===== src/rtl/hazard_pkg.sv =====
// Shared types and helpers for the hazard scoreboard.
package hazard_pkg;

    typedef enum logic [1:0] {
        LAT_ALU  = 2'd0,
        LAT_LOAD = 2'd1,
        LAT_MDU  = 2'd2
    } lat_class_e;

    localparam int REG0 = 0;

    // Counter width wide enough to hold the longest latency class.
    function automatic int calc_cw(input int load_lat, input int mdu_lat);
        int max_lat;
        max_lat = (load_lat > mdu_lat) ? load_lat : mdu_lat;
        return $clog2(max_lat + 1);
    endfunction

endpackage


===== src/rtl/hazard_sb_entry.sv =====
// One scoreboard slot: loadable down-counter, busy while nonzero.
module hazard_sb_entry #(
    parameter int CW = 3
) (
    input  logic          clk,
    input  logic          rst_n,
    input  logic          load,
    input  logic [CW-1:0] load_val,
    output logic          busy
);

    logic [CW-1:0] cnt;

    // A fresh issue to this register overrides the running countdown.
    always_ff @(posedge clk) begin
        if (!rst_n) begin
            cnt <= '0;
        end else if (load) begin
            cnt <= load_val;
        end else if (cnt != '0) begin
            cnt <= cnt - 1'b1;
        end
    end

    assign busy = (cnt != '0);

endmodule


===== src/rtl/hazard_scoreboard_unit.sv =====
// ID-stage hazard scoreboard: RAW/WAW/MDU-structural stalls with
// flush arbitration and a saturating stall-cycle counter.
module hazard_scoreboard_unit
    import hazard_pkg::*;
#(
    parameter int NREG     = 32,
    parameter int AW       = 5,
    parameter int LOAD_LAT = 1,
    parameter int MDU_LAT  = 4,
    parameter int PERF_W   = 16
) (
    input  logic              clk,
    input  logic              rst_n,
    input  logic              id_valid,
    input  logic [AW-1:0]     id_rs,
    input  logic [AW-1:0]     id_rt,
    input  logic              id_uses_rs,
    input  logic              id_uses_rt,
    input  logic [AW-1:0]     id_rd,
    input  logic              id_writes,
    input  logic              id_is_load,
    input  logic              id_is_mdu,
    input  logic              ex_flush,
    output logic              stall,
    output logic              bubble,
    output logic              flush_id,
    output logic              issue,
    output logic [PERF_W-1:0] stall_cycles
);

    localparam int CW = calc_cw(LOAD_LAT, MDU_LAT);

    logic [NREG-1:0] busy;
    logic [CW-1:0]   mdu_busy;
    lat_class_e      id_class;
    logic [CW-1:0]   wr_lat;
    logic            raw_haz;
    logic            waw_haz;
    logic            str_haz;
    logic            haz;

    // Latency class of the ID instruction selects the scoreboard load value.
    always_comb begin
        id_class = LAT_ALU;
        if (id_is_mdu) begin
            id_class = LAT_MDU;
        end else if (id_is_load) begin
            id_class = LAT_LOAD;
        end
        case (id_class)
            LAT_LOAD: wr_lat = CW'(LOAD_LAT);
            LAT_MDU:  wr_lat = CW'(MDU_LAT);
            default:  wr_lat = '0;
        endcase
    end

    // r0 is never tracked.
    assign busy[REG0] = 1'b0;

    genvar r;
    generate
        for (r = 1; r < NREG; r++) begin : g_entry
            hazard_sb_entry #(.CW(CW)) u_entry (
                .clk      (clk),
                .rst_n    (rst_n),
                .load     (issue && id_writes && (id_rd == AW'(r))),
                .load_val (wr_lat),
                .busy     (busy[r])
            );
        end
    endgenerate

    // Hazard detection from registered scoreboard state and ID fields.
    always_comb begin
        raw_haz = (id_uses_rs && (id_rs != AW'(REG0)) && busy[id_rs]) ||
                  (id_uses_rt && (id_rt != AW'(REG0)) && busy[id_rt]);
        waw_haz = id_writes && (id_rd != AW'(REG0)) && busy[id_rd];
        str_haz = id_is_mdu && (mdu_busy != '0);
        haz     = id_valid && (raw_haz || waw_haz || str_haz);
    end

    // Flush wins over stall; everything is quiet while in reset.
    assign flush_id = rst_n && ex_flush;
    assign stall    = rst_n && haz && !ex_flush;
    assign bubble   = stall || flush_id;
    assign issue    = rst_n && id_valid && !stall && !ex_flush;

    // MDU occupancy counter; MDU ops without a destination still occupy it.
    always_ff @(posedge clk) begin
        if (!rst_n) begin
            mdu_busy <= '0;
        end else if (issue && id_is_mdu) begin
            mdu_busy <= CW'(MDU_LAT);
        end else if (mdu_busy != '0) begin
            mdu_busy <= mdu_busy - 1'b1;
        end
    end

    // Saturating count of stall cycles; flush cycles are not stalls.
    always_ff @(posedge clk) begin
        if (!rst_n) begin
            stall_cycles <= '0;
        end else if (stall && (stall_cycles != '1)) begin
            stall_cycles <= stall_cycles + 1'b1;
        end
    end

endmodule


===== config.mk =====
export PLATFORM = sky130hd
export DESIGN_NAME = hazard_scoreboard_unit
export DESIGN_NICKNAME = d
export VERILOG_FILES = /design/src/rtl/hazard_pkg.sv /design/src/rtl/hazard_sb_entry.sv /design/src/rtl/hazard_scoreboard_unit.sv
export SDC_FILE = /design/constraint.sdc
export NUM_CORES = 1
export LEC_CHECK = 0
export ABC_CLOCK_PERIOD_IN_PS = 4000
export CAP_MARGIN = 10
export CORE_MARGIN = 5
export CORE_UTILIZATION = 40
export CTS_CLUSTER_SIZE = 10
export DETAILED_ROUTE_END_ITERATION = 8
export GPL_ROUTABILITY_DRIVEN = 0
export SLEW_MARGIN = 20
export SYNTH_ARGS = -nofsm -noshare
export SYNTH_HDL_FRONTEND = slang
export SYNTH_SLANG_ARGS = --single-unit
export TNS_END_PERCENT = 50

===== constraint.sdc =====
create_clock -name clk -period 4 [get_ports clk]
set_input_delay 0.8 -clock clk [delete_from_list [all_inputs] [get_ports clk]]
set_output_delay 0.8 -clock clk [all_outputs]
set_load 0.01 [all_outputs]

# Word-level counts from Yosys, hierarchy flattened
# Index checks and enable logic that the tools add are counted.
[op_classes]
muxes = 73
n_lt_le_gt_ge = 3
shift = 0
n_div = 0
n_reduce_logical = 122
n_eq_ne = 34
addsub = 33
bitwise = 1
multipliers = 0
[ops]
columns = ["operator", "n"]
rows = [
  ["$mux W3", 64],
  ["$reduce_bool A3 Y1", 32],
  ["$sub A3 B1 Y3 const B", 32],
  ["$eq A5 B5 Y1 const B", 16],
  ["$reduce_bool A2 Y1", 32],
  ["$logic_and A1 B1 Y1", 48],
  ["$eq A5 B4 Y1 const B", 8],
  ["$eq A5 B3 Y1 const B", 4],
  ["$lt A5 B6 Y1 const B", 3],
  ["$add A16 B1 Y16 const B", 1],
  ["$ne A16 B16 Y1 const B", 1],
  ["$bmux W1 S5", 3],
  ["$reduce_bool A5 Y1", 3],
  ["$eq A5 B2 Y1 const B", 2],
  ["$pmux W3 S2", 1],
  ["$eq A5 B1 Y1 const B", 1],
  ["$logic_or A1 B1 Y1", 4],
  ["$mux W1", 4],
  ["$eq A2 B1 Y1 const B", 1],
  ["$eq A2 B2 Y1 const B", 1],
  ["$logic_not A1 Y1", 2],
  ["$mux W2", 1],
  ["$reduce_or A2 Y1", 1],
  ["$not A1 Y1", 1],
]
[totals]
rom_bits = 0
ram_bits = 0
reg_bits = 112
output_inout_bits = 20
wordCells = 300
n_memories = 0
latchBits = 0
in_bits = 24

# Logic depth before layout (Yosys ltp)
# Gate-level depths: netlist (run 1).
[logic_depth]
ltp_word = 16
ltp_mapped = 13
depth_no_buf = 11

# Hierarchy
# Synthesis (run 1) repeated with hierarchy kept, for this count alone.
[unflattened]
hier_cells = 911
hier_area_um2 = 8406.8
[by_module_without_submodules]
columns = ["module", "cells_per_inst", "seq_area_each_um2", "area_per_inst_um2", "instances"]
rows = [
  ["hazard_sb_entry", 21, 60.1, 201.4, 31],
  ["hazard_scoreboard_unit", 260, 380.4, 2162.1, 1],
]

# Least setup slack after synthesis (run 1)
# OpenSTA, ideal clock, no wires.
[synth_path]
path_kind = "in2out"
start = "input port id_rd[0]"
end = "output port bubble"
n_path_buf = 3
setup_slack_ns = 0.422
t_arrival_ns = 2.778
required_ns = 3.200
stages = 11
cell_sequence = "buf_4 -> buf_6 -> nor2_2 -> a22oi_1 -> a31o_1 -> o21ai_2 -> nand3_2 -> a21oi_2 -> clkbuf_1 -> nor2_1 -> or2_2"
[synth_via]
elab_chain_len = 9
word_cells_on_any_way = 11
cone_classes = "2 x mux; 9 x reduce/logical"
[synth_lines]
columns = ["item", "line", "source"]
rows = [
  ["start, declared", "hazard_scoreboard_unit.sv:19", "input logic [AW-1:0] id_rd,"],
  ["$bmux W1 S5 / $reduce_bool A5 Y1 (equally long branches)", "hazard_scoreboard_unit.sv:77", "waw_haz = id_writes && (id_rd != AW'(REG0)) && busy[id_rd];"],
  ["$mux W1 (implied by the code) / $logic_and A1 B1 Y1 (equally long branches)", "hazard_scoreboard_unit.sv:77", ""],
  ["$logic_and A1 B1 Y1 *", "hazard_scoreboard_unit.sv:77", ""],
  ["$logic_or A1 B1 Y1 * (2 in series)", "hazard_scoreboard_unit.sv:79", "haz = id_valid && (raw_haz || waw_haz || str_haz);"],
  ["$logic_and A1 B1 Y1 *", "hazard_scoreboard_unit.sv:79", ""],
  ["$logic_and A1 B1 Y1 * (2 in series)", "hazard_scoreboard_unit.sv:84", "assign stall = rst_n && haz && !ex_flush;"],
  ["named net stall", "hazard_scoreboard_unit.sv:24", "output logic stall,"],
  ["$logic_or A1 B1 Y1 *", "hazard_scoreboard_unit.sv:85", "assign bubble = stall || flush_id;"],
  ["end, declared", "hazard_scoreboard_unit.sv:25", "output logic bubble,"],
]
# Mark *: on every way through the listed nets, which the timed path passes. The rest lies on a longest branch. The select of a mux whose other input is x is not followed.

# Final worst setup path (run 1)
[layout_path]
start = "input port id_rt[0]"
end = "output port bubble"
[layout_via]
elab_chain_len = 10
word_cells_on_any_way = 12
cone_classes = "2 x mux; 10 x reduce/logical"
[layout_lines]
columns = ["item", "line", "source"]
rows = [
  ["start, declared", "hazard_scoreboard_unit.sv:16", "input logic [AW-1:0] id_rt,"],
  ["$bmux W1 S5 / $reduce_bool A5 Y1 (equally long branches)", "hazard_scoreboard_unit.sv:76", "(id_uses_rt && (id_rt != AW'(REG0)) && busy[id_rt]);"],
  ["$mux W1 (implied by the code) / $logic_and A1 B1 Y1 (equally long branches)", "hazard_scoreboard_unit.sv:76", ""],
  ["$logic_and A1 B1 Y1 *", "hazard_scoreboard_unit.sv:76", ""],
  ["$logic_or A1 B1 Y1 *", "hazard_scoreboard_unit.sv:75", "raw_haz = (id_uses_rs && (id_rs != AW'(REG0)) && busy[id_rs]) ||"],
  ["$logic_or A1 B1 Y1 * (2 in series)", "hazard_scoreboard_unit.sv:79", ""],
  ["$logic_and A1 B1 Y1 *", "hazard_scoreboard_unit.sv:79", ""],
  ["$logic_and A1 B1 Y1 * (2 in series)", "hazard_scoreboard_unit.sv:84", ""],
  ["$logic_or A1 B1 Y1 *", "hazard_scoreboard_unit.sv:85", ""],
]
# Mark *: on every way between the ends. The rest lies on a longest branch, timed or not. The select of a mux whose other input is x is not followed.

==> results of run 1 <==
## cell usage after synthesis (all sizes together), types with 2 or more instances
| cell type | instances | area (µm²) |
|---|---|---|
| a31oi | 3 | 18.8 |
| o211ai | 4 | 30.0 |
| nand2 | 120 | 450 |
| ha | 65 | 813 |
| a22oi | 3 | 22.5 |
| and2 | 9 | 57.6 |
| mux2i | 71 | 711 |
| or2 | 2 | 12.5 |
| nor3b | 4 | 30.0 |
| nor2b | 9 | 61.3 |
| a31o | 3 | 26.3 |
| and3 | 27 | 169 |
| and4 | 3 | 26.3 |
| o21ai | 41 | 209 |
| or4 | 7 | 52.6 |
| a21oi | 35 | 179 |
| nand3 | 26 | 140 |
| dfxtp | 112 | 2240 |
| xnor2 | 32 | 280 |
| inv | 101 | 379 |
| clkbuf | 40 | 153 |
| nor2 | 39 | 156 |
| nand4 | 5 | 31.3 |
| nand2b | 14 | 87.6 |
| mux4 | 19 | 428 |
| o31ai | 5 | 37.5 |
| nor4 | 7 | 56.3 |
| o311a | 2 | 20.0 |
| or3 | 2 | 12.5 |
| nand3b | 2 | 15.0 |
| a221oi | 2 | 17.5 |
| a211oi | 4 | 35.0 |
| buf | 18 | 106 |
| nor3 | 29 | 206 |
## where the power goes
group          internal (µW)  switching [µW]
sequential              1510             202
clock                    458             424
combinational           1560            1690
## flip-flops by register name (all words and copies together) (netlist names)
register             cells
mdu_busy                 3
g_entry.u_entry.cnt     93
stall_cycles            16
## metal layers
layer,global-route usage,vias to the layer above
li1,-,3094
met1,0.232,2867
met2,0.300,130
met3,0.0330,24
met4,0.0546,0
met5,0,-
## final cells by class
cell class | instances | area, µm²
fill | 1756 | 9410
multi-input combinational | 606 | 4570
sequential | 112 | 2240
timing repair buffer | 102 | 905
inverter | 101 | 379
tap | 229 | 287
clock buffer | 12 | 256
clock inverter | 4 | 28.8
## what timing repair did
| item | CTS | global route |
|---|---|---|
| setup buffers | 0 | 2 |
| pin swaps | 3 | 6 |
| gates resized for setup | 13 | 13 |
| cloned | 0 | 1 |
| hold buffers | 0 | 0 |
| endpoints found under the setup margin | 3 | 2 |
## metrics by stage
| step | setup slack (ns) | util | cell area (µm²) | TNS (ns) |
|---|---|---|---|---|
| after floorplan | 0.422 | - | 7390 | 0 |
| after global placement | -0.383 | 0.458 | 8280 | -1.04 |
| after detailed placement | -0.420 | 0.458 | 8280 | -1.53 |
| after CTS | -0.123 | 0.475 | 8590 | -0.123 |
| after global routing | 0.0819 | 0.479 | 8670 | 0 |
| final | 0.200 | 0.479 | 8670 | 0 |
## cells by family (layout without fill, tap and decap cells)
group | count (synthesis) | count (layout) | synth area share
flops | 112 | 112 | 0.303
buf+inv | 159 | 219 | 0.0863
compound gates | 111 | 111 | 0.0926
xor+xnor | 32 | 32 | 0.0379
mux | 91 | 91 | 0.156
simple gates | 307 | 307 | 0.214
fa+ha+maj | 65 | 65 | 0.110
## how the worst max path moves through the flow
stage / slack, ns / cells after the start / to / start
after floorplan: 0.42 / 11 / bubble / id_rd[0]
after global placement: -0.38 / 11 / bubble / id_rt[0]
after detailed placement: -0.42 / 11 / bubble / id_rt[0]
after CTS: -0.12 / 11 / bubble / id_rd[0]
after global routing: 0.08 / 10 / bubble / id_rs[0]
final: 0.20 / 11 / bubble / id_rt[0]
## critical path: stages
cell            delay (ns)
dlygate4sd2_1         0.28
buf_6                 0.15
mux4_2                0.32
and2_1                0.14
a211oi_2              0.06
o311ai_2              0.35
nand3_2               0.17
a21oi_4               0.20
nor2_2                0.07
or2_2                 0.28
dlymetal6s2s_1        0.17
==> results.md, run 1 <==
* Asr flop ratio synth at 0
* Syn Inst Count at between 800 and 900
* CTS tree: done
* Finished Layout Cells at 1166
* Drc violations at 0
* Area growth syn-to-layout at 17.3%
* Placed insts at 1147
* Mean Syn Cell Area at about 8.4 µm²
* Hold depth at 2
* Largest net degree at the start of global routing at 87
* Core footprint at approximately 18000 µm²
* Final Hold Fails at 0
* CTS buffer count at 9
* Worst vdd ir at 359 µV
* Worst R2R Start: g_entry[11].u_entry.cnt[0]
* Most frequent cells in the layout: nand2_1, dfxtp_1, inv_1
* Synth Flop Type: dfxtp_1
* Avg Vias per Cell at approximately 5.2
* First-pass GRT wire length at roughly 31 mm
* Hold path startpoint: stall_cycles[6]
* Number of synthesized register bits at ~110
* Highest clock rate at between 0.2 and 0.3 GHz
* Reg clk slew, reported paths at roughly 0.070 ns
* Die area at about 21000 µm²
* Sequential-to-total area share from yosys stat at 0.303
* Fin. max-slew vios at 0
* Hold WS at about 0.49 ns
* Setup CP Type: input port to output port
* Reg2reg setup slack at around 0.6 ns
* Status: finished clean
* Drt total wl at ~19 mm
* Clock root cell: clkbuf_16
* Net count, final at roughly 1000
* Worst slew margin at 0.375
* Ant diodes at 0
* Critical path data arrival time at approximately 3.0 ns
* Initial drt markers at approximately 400
* # port buffers at 43
* Num rows at between 40 and 50
* R2R cell count at 11
* YS warnings at 0
* Final Cycle Share at 0.950
* Min-Delay Path Class: register to register
* Die X at ~150 µm
* Pwr dens at a little under 700 nW/µm²
* Mapped cell area at about 7400 µm²
* Met3 wire len at 765 µm
* Worst endpoint required time at between 3 and 4 ns
* RSZ-0062 raised after global routing: no
* Final setup fails at 0
* Worst R2R End: g_entry[17].u_entry.cnt[1]
* Clk_lat worst skew at ~0.36 ns
* Initial antenna violation count at 0
* Vias in the first global route at about 6000
* Min Tclk post-route at between 3 and 4 ns
* Slew at the pin with the worst max-slew slack at between 0.9 and 1 ns
* Die Span Y at roughly 150 µm
* TritonRoute pass-1 iters at 5
* Crit end category: output port
* Syn_nets at 966
* Via count at 6115
* Boundary Pins at 44
* Metal2 WL at approximately 8.7 mm
* Grt ovf at 0
* Tot GR Track Use at 0.178
* Clock sinks at around 110
* Max cap viols at 0
* CP Launch Type: input port
* Metal1 wirelength at around 8.7 mm
* Hold endpoint: stall_cycles[6]
* Max layer used: met4
* Crit path max fanout at 6
* Max clock buf depth at 2
* Post-Route Skew at around 0.010 ns
* Number of synthesized flops with an enable pin at 0
* Most common cell after layout, fill and taps aside: nand2_1
* H-Tree Depth at 3
* Distinct cells, synth at 63
* Post-DRT Antenna Nets at 0
* Share of post-route cells with drive strength above 1 at 0.143
* Total power at roughly 5800 µW
* Leakage at between 0.003 and 0.004 µW
* Initial core utilization at 0.409
* WL per Instance at around 16 µm
* Hpwl dp at between 10 and 15 mm
Power figures use the tool's default switching activity.
==> run 2, diff against run 1 <==
SYNTH_HIERARCHICAL = 1   (was default)
==> run 2 against run 1 <==
Against the previous run: global-route usage down 1.1 points; sequential share of layout area down 3.7 points; clock skew down 0.0015 ns; synthesized cell count up 3.9%; setup slack worse by 0.088 ns; critical path type unchanged; largest power group unchanged.
==> results.md, run 2 <==
* Boundary Pins at between 40 and 50
* Number of synthesized flops with an enable pin at 0
* Area growth syn-to-layout at 20.6%
* Fin. max-slew vios at 0
* Min Tclk post-route at between 3 and 4 ns
* Ant diodes at 0
* Yosys top cell by area: dfxtp_1
* Leakage at 0.00407 µW
* Initial drt markers at a little over 200
* Largest net degree at the start of global routing at 46
* Clock sinks at between 100 and 150
* Number of synthesized register bits at between 100 and 150
* Top reg by flops: g_entry.u_entry/cnt
* Mean Syn Cell Area at 9.23 µm²
* Filler instances at 2025
* Initial antenna violation count at 0
* CTS buffer count at 9
* XOR/XNOR Fraction of Synth Area at 0.00104
* Synth Area in Simple Gates at 0.356
* Grt met3 use at 0.0248
* Most common cell after layout, fill and taps aside: dfxtp_1
* Cell with the most instances after synthesis: dfxtp_1
* Vias in the first global route at between 6000 and 7000
* Num rows at 53
* Worst endpoint required time at ~3.2 ns
* Worst vdd ir at ~230 µV
* Die Span Y at roughly 150 µm
* Status: finished clean
* Crit end category: output port
* Synth Area in Compound Gates at 0.142
* Asr flop ratio synth at 0
* Max clock buf depth at 2
* GR Util met2 at 0.275
* Top flop regs: g_entry.u_entry/cnt (93), stall_cycles (16), mdu_busy (3)
* Net count, final at about 1100
* Distinct cells, synth at 51
* Sequential-to-total area share from yosys stat at 0.267
* Largest register FFs at slightly above 90
* Hold WS at between 0.5 and 0.6 ns
* Worst slew margin at 0.539
* Post-Route Skew at just under 0.009 ns
* Reg clk slew, reported paths at approximately 0.07 ns
* Avg Vias per Cell at 5.20
* Final Cycle Share at 0.972
* Drc violations at 0
* Setup tns final at 0 ns
* Die area at 24000 µm²
* Tot GR Track Use at 0.167
* Top post-synthesis cells by count: dfxtp_1, inv_1, nor2b_1
* Share of post-route cells with drive strength above 1 at 0.171
* Setup CP Type: input port to output port
* Top-area cell type share of the netlist area at 0.267
* Finished Layout Cells at approximately 1300
* WL per Instance at about 15 µm
* GR Layer Usage met1 at 0.229
* H-Tree Depth at 3
* Mapped cell area at approximately 8400 µm²
* YS warnings at 6
* Grt ovf at 0
* Slew at the pin with the worst max-slew slack at about 0.7 ns
* Placed insts at approximately 1300
* Die X at about 150 µm
* TritonRoute pass-1 iters at 5
* Mux cell area share after synthesis at 0.0813
* Drt total wl at 19.6 mm
* Min-Delay Path Class: register to register
* Gr busiest metal: met2
* Final setup fails at 0
* Crit path max fanout at 2
* Largest family of logic cells by synthesized area: simple AND/OR/NAND/NOR gates
* Most frequent cells in the layout: dfxtp_1, inv_1, nor2b_1
* Max cap viols at 0
* Synth Flop Type: dfxtp_1
* Post-synthesis adder-cell area fraction at 0.0967
* Highest clock rate at ~0.26 GHz
* Via count at between 6000 and 7000
* CP Launch Type: input port
* First-pass GRT wire length at 32.8 mm
* Core footprint at about 21000 µm²
* Syn Inst Count at 911
* Post-DRT Antenna Nets at 0
* Final Hold Fails at 0
* Initial core utilization at 0.402
* Clk_lat worst skew at around 0.36 ns
* # port buffers at between 40 and 50
* Critical path data arrival time at 3.09 ns
* RSZ-0062 raised after global routing: no
* Hpwl dp at about 15 mm
* Synth top area cells: dfxtp_1, ha_1, nor2b_1
* CTS tree: done
* Pwr dens at 627 nW/µm²
* Clock root cell: clkbuf_16
-- run 2: cell count changes after synthesis, moves of 34 or more --
cell	previous run	this run
mux2i_1	71	30
a2111oi_1	0	62
nor4b_1	0	62
nand2_1	120	26
nor2b_2	2	62
nor2b_1	7	100
o21ai_0	38	4
-- run 2: path summary, 6_finish.rpt --
kind | start | endpoint | slack, ns | depth (start not counted)
max | id_rd[3] | bubble | 0.11 | 10
min reg2reg | stall_cycles[12] | stall_cycles[12] | 0.50 | 2
max reg2reg | g_entry[14].u_entry/cnt[0] | g_entry[8].u_entry/cnt[0] | 0.47 | 16
min | stall_cycles[12] | stall_cycles[12] | 0.50 | 2
-- run 2: layout make-up --
class	instances	area, µm²	area share
Tap cell	275	344	0.0339
Multi-Input combinational cell	710	5820	0.574
Timing Repair Buffer	114	1020	0.101
Inverter	101	379	0.0374
Clock inverter	2	60.1	0.00592
Clock buffer	14	274	0.0270
Sequential cell	112	2240	0.221
-- run 2: repair_timing --
item,CTS,global route
gates cloned,0,0
hold buffers,0,0
setup endpoints to repair,3,6
setup buffers,0,1
pin swaps,0,1
resized for setup,7,1
-- run 2: kinds of logic (layout without fill, tap and decap cells) --
| kind of cell | Yosys count | after routing |
|---|---|---|
| and+or+nand+nor | 433 | 433 |
| adders and majority gates | 65 | 65 |
| other | 1 | 31 |
| muxes | 49 | 49 |
| AOI/OAI and AO/OA | 131 | 131 |
| buffers and inverters | 119 | 231 |
| xor gates and xnor gates | 1 | 1 |
| DFF | 112 | 112 |
-- run 2: through the flow --
stage	total power (µW)	cell area (µm²)	util	setup slack, ns
after floorplan	4510	8520	-	0.532
after global placement	5330	9780	0.468	-0.304
after detailed placement	5350	9780	0.468	-0.307
after CTS	6420	10100	0.484	-0.0788
after global routing	6970	10100	0.485	0.0109
final	6360	10100	0.485	0.112
-- run 2: power by group --
part / switching [µW] / total [µW] / internal (µW) / leakage, µW
Sequential: 321 / 1890 / 1570 / 0.000927
Combinational: 1650 / 3450 / 1800 / 0.00298
Clock: 418 / 1020 / 602 / 0.000163
Total: 2390 / 6360 / 3970 / 0.00407
-- run 2: layer usage --
layer,vias up,routed length [µm]
met5,-,0
met2,101,8800
met3,13,756
met4,0,243
li1,3571,-
met1,3227,9770
-- run 2: critical path, stage by stage --
cell and delay, ns:
clkdlybuf4s50_1 0.47, or3_1 0.41, a221oi_1 0.23, a211oi_1 0.08, nand4_1 0.14, o211ai_2 0.16
o21ai_4 0.15, inv_1 0.07, or2_2 0.28, dlygate4sd2_1 0.28
==> run 3, diff against run 2 <==
ABC_CLOCK_PERIOD_IN_PS = 3290   (was 4000)
SETUP_SLACK_MARGIN = 0.1   (was default)
clock period = 3.29 ns   (was 4 ns; I/O delays follow)
==> run 3 against run 2 <==
Against the previous run: the run now ends with negative setup slack left; routed wire length up 21%; sequential share of layout area down 4.7 points; setup slack worse by 0.13 ns; critical path depth up 6; clock skew down 0.0017 ns; largest power group unchanged; highest routed layer unchanged.
==> results.md, run 3 (synthesized netlist as in run 2, its figures left out) <==
* Core footprint at about 21000 µm²
* Final Hold Fails at 0
* Hold path startpoint: stall_cycles[15]
* Post-Route Skew at 0.00714 ns
* CTS buffer count at 9
* Grt ovf at 0
* Most common cell after layout, fill and taps aside: buf_4
* RSZ-0062 raised after global routing: yes
* First-pass GRT wire length at 37.6 mm
* Hold WS at approximately 0.5 ns
* Min-Delay Path Class: register to register
* Tot GR Track Use at 0.191
* Leakage at 0.00535 µW
* Area growth syn-to-layout at 55.1%
* CTS tree: done
* Largest net degree at the start of global routing at 43
* Pwr dens at approximately 860 nW/µm²
* Worst endpoint required time at 3.54 ns
* Net count, final at between 1000 and 1500
* Num rows at 53
* Critical path data arrival time at between 3 and 4 ns
* Hold depth at 2
* Die area at roughly 24000 µm²
* Min Tclk post-route at about 3.3 ns
* Vias in the first global route at around 7600
* Worst vdd ir at 328 µV
* Initial drt markers at 340
* Final Cycle Share at 1.01
* Utilization after layout at 0.624
* Drc violations at 0
* Crit-path slowest cell: a2111oi_2
* Cell Chain, Critical Path: inv_2 > ha_4 > nand2b_4 > mux2_4 > a221o_1 > a31o_2 > a21oi_2 > o211ai_2 > buf_4 > nor4_4 > buf_6 > nand3b_4 > nor2_2 > buf_6 > nor4b_4 > a2111oi_2
* Final setup fails at 2
* CP delay by family, top: compound AO/OA/AOI/OAI gates
* Ant diodes at 0
* Fin. max-slew vios at 0
* Crit end category: register
* Via count at a little under 8000
* Reg2reg setup slack at -0.02 ns
* Setup CP Type: register to register
* H-Tree Depth at 3
* Die Span Y at 155 µm
* Hold endpoint: stall_cycles[15]
* Top reg by flops: g_entry.u_entry/cnt
* Largest register FFs at just over 90
* Worst slew margin at 0.599
* Crit path max fanout at 8
* Initial core utilization at 0.402
* TritonRoute pass-1 iters at 5
* Finished Cell Area at around 13000 µm²
* Status: finished with violations
* Placed Area at ~11000 µm²
* Failing checks: negative setup slack
* CP Launch Type: register
* Slew at the pin with the worst max-slew slack at ~0.60 ns
* # port buffers at 43
* Avg Vias per Cell at roughly 5.2
* Top flop regs: g_entry.u_entry/cnt (93), stall_cycles (16), mdu_busy (3)
* Clock root cell: clkbuf_16
* Worst R2R Start: g_entry[2].u_entry/cnt[1]
* Finished Layout Cells at around 1500
* Max clock buf depth at 2
* Worst R2R End: g_entry[5].u_entry/cnt[0]
* Most frequent cells in the layout: buf_4, dfxtp_1, nor2b_1
* Boundary Pins at 44
* Buffers & Inverters on Critical Path at 4
* Reg clk slew, reported paths at 0.08 ns
* Setup tns final at -0.0335 ns
* Placed insts at about 1500
* Share of post-route cells with drive strength above 1 at 0.468
* WL per Instance at around 16 µm
* Highest clock rate at about 0.30 GHz
* Worst setup path startpoint: g_entry[2].u_entry/cnt[1]
* Max cap viols at 0
* Clock sinks at between 100 and 150
* Crit-path most repeated cell: buf_6
* Die X at 155 µm
* Hpwl dp at 15.8 mm
* Clk_lat worst skew at ~0.36 ns
* Initial antenna violation count at 0
* Max stage delay on crit path at about 0.34 ns
* Fin worst setup slack at -0.0221 ns
* Post-DRT Antenna Nets at 0
* Drt total wl at around 24 mm
* R2R cell count at 16
[run 3: stage by stage]
step | total power [µW] | worst slack, ns
2_1_floorplan | 5480 | -0.0177
4_1_cts | 10200 | -0.0162
3_3_place_gp | 7810 | -0.766
3_5_place_dp | 7880 | -0.810
5_1_grt | 12100 | -0.153
6_report | 11200 | -0.0221
[run 3: worst max path at each step]
stage                                       endpoint  slack [ns]  cells past startpoint
final                      g_entry[5].u_entry/cnt[0]       -0.02                     16
after global routing       g_entry[5].u_entry/cnt[0]       -0.15                     16
after CTS                                     bubble       -0.02                     12
after detailed placement  g_entry[30].u_entry/cnt[0]       -0.81                     15
after global placement                        bubble       -0.77                     11
after floorplan           g_entry[28].u_entry/cnt[0]       -0.02                     11
[run 3: per-layer routing]
metal	vias to the layer above	share of wire	track usage
met5	-	0	0
met4	0	0.019	0.0505
met1	3795	0.45	0.254
met2	153	0.48	0.321
li1	3935	-	-
met3	34	0.047	0.0320
[run 3: tightest hold or removal path, stage by stage (launching register included)]
cell and delay (ns):
dfxtp_1 0.34, o41ai_1 0.06, a21oi_1 0.05
[run 3: cell type report]
| cell class | count | area [µm²] |
|---|---|---|
| multi-input cells | 710 | 7210 |
| repair buffers | 295 | 2540 |
| well taps | 275 | 344 |
| clock buffers | 9 | 225 |
| fillers | 1726 | 7850 |
| flip-flops and latches | 112 | 2270 |
| inverters | 101 | 382 |
| clock inverters | 7 | 71.3 |
[run 3: report_power, final]
group / switching (µW) / internal [µW] / leakage, µW
registers: 395 / 1930 / 0.000931
clock network: 542 / 592 / 0.000138
logic: 3180 / 4540 / 0.00428
total: 4120 / 7070 / 0.00535
[run 3: what timing repair did]
action                                  CTS  global route
pin swaps                                75            59
gates resized for setup                 187           161
hold endpoints to repair                  0             0
cloned                                    2             0
endpoints found under the setup margin   96            96
buffers inserted                         17            16
hold buffers                              0             0
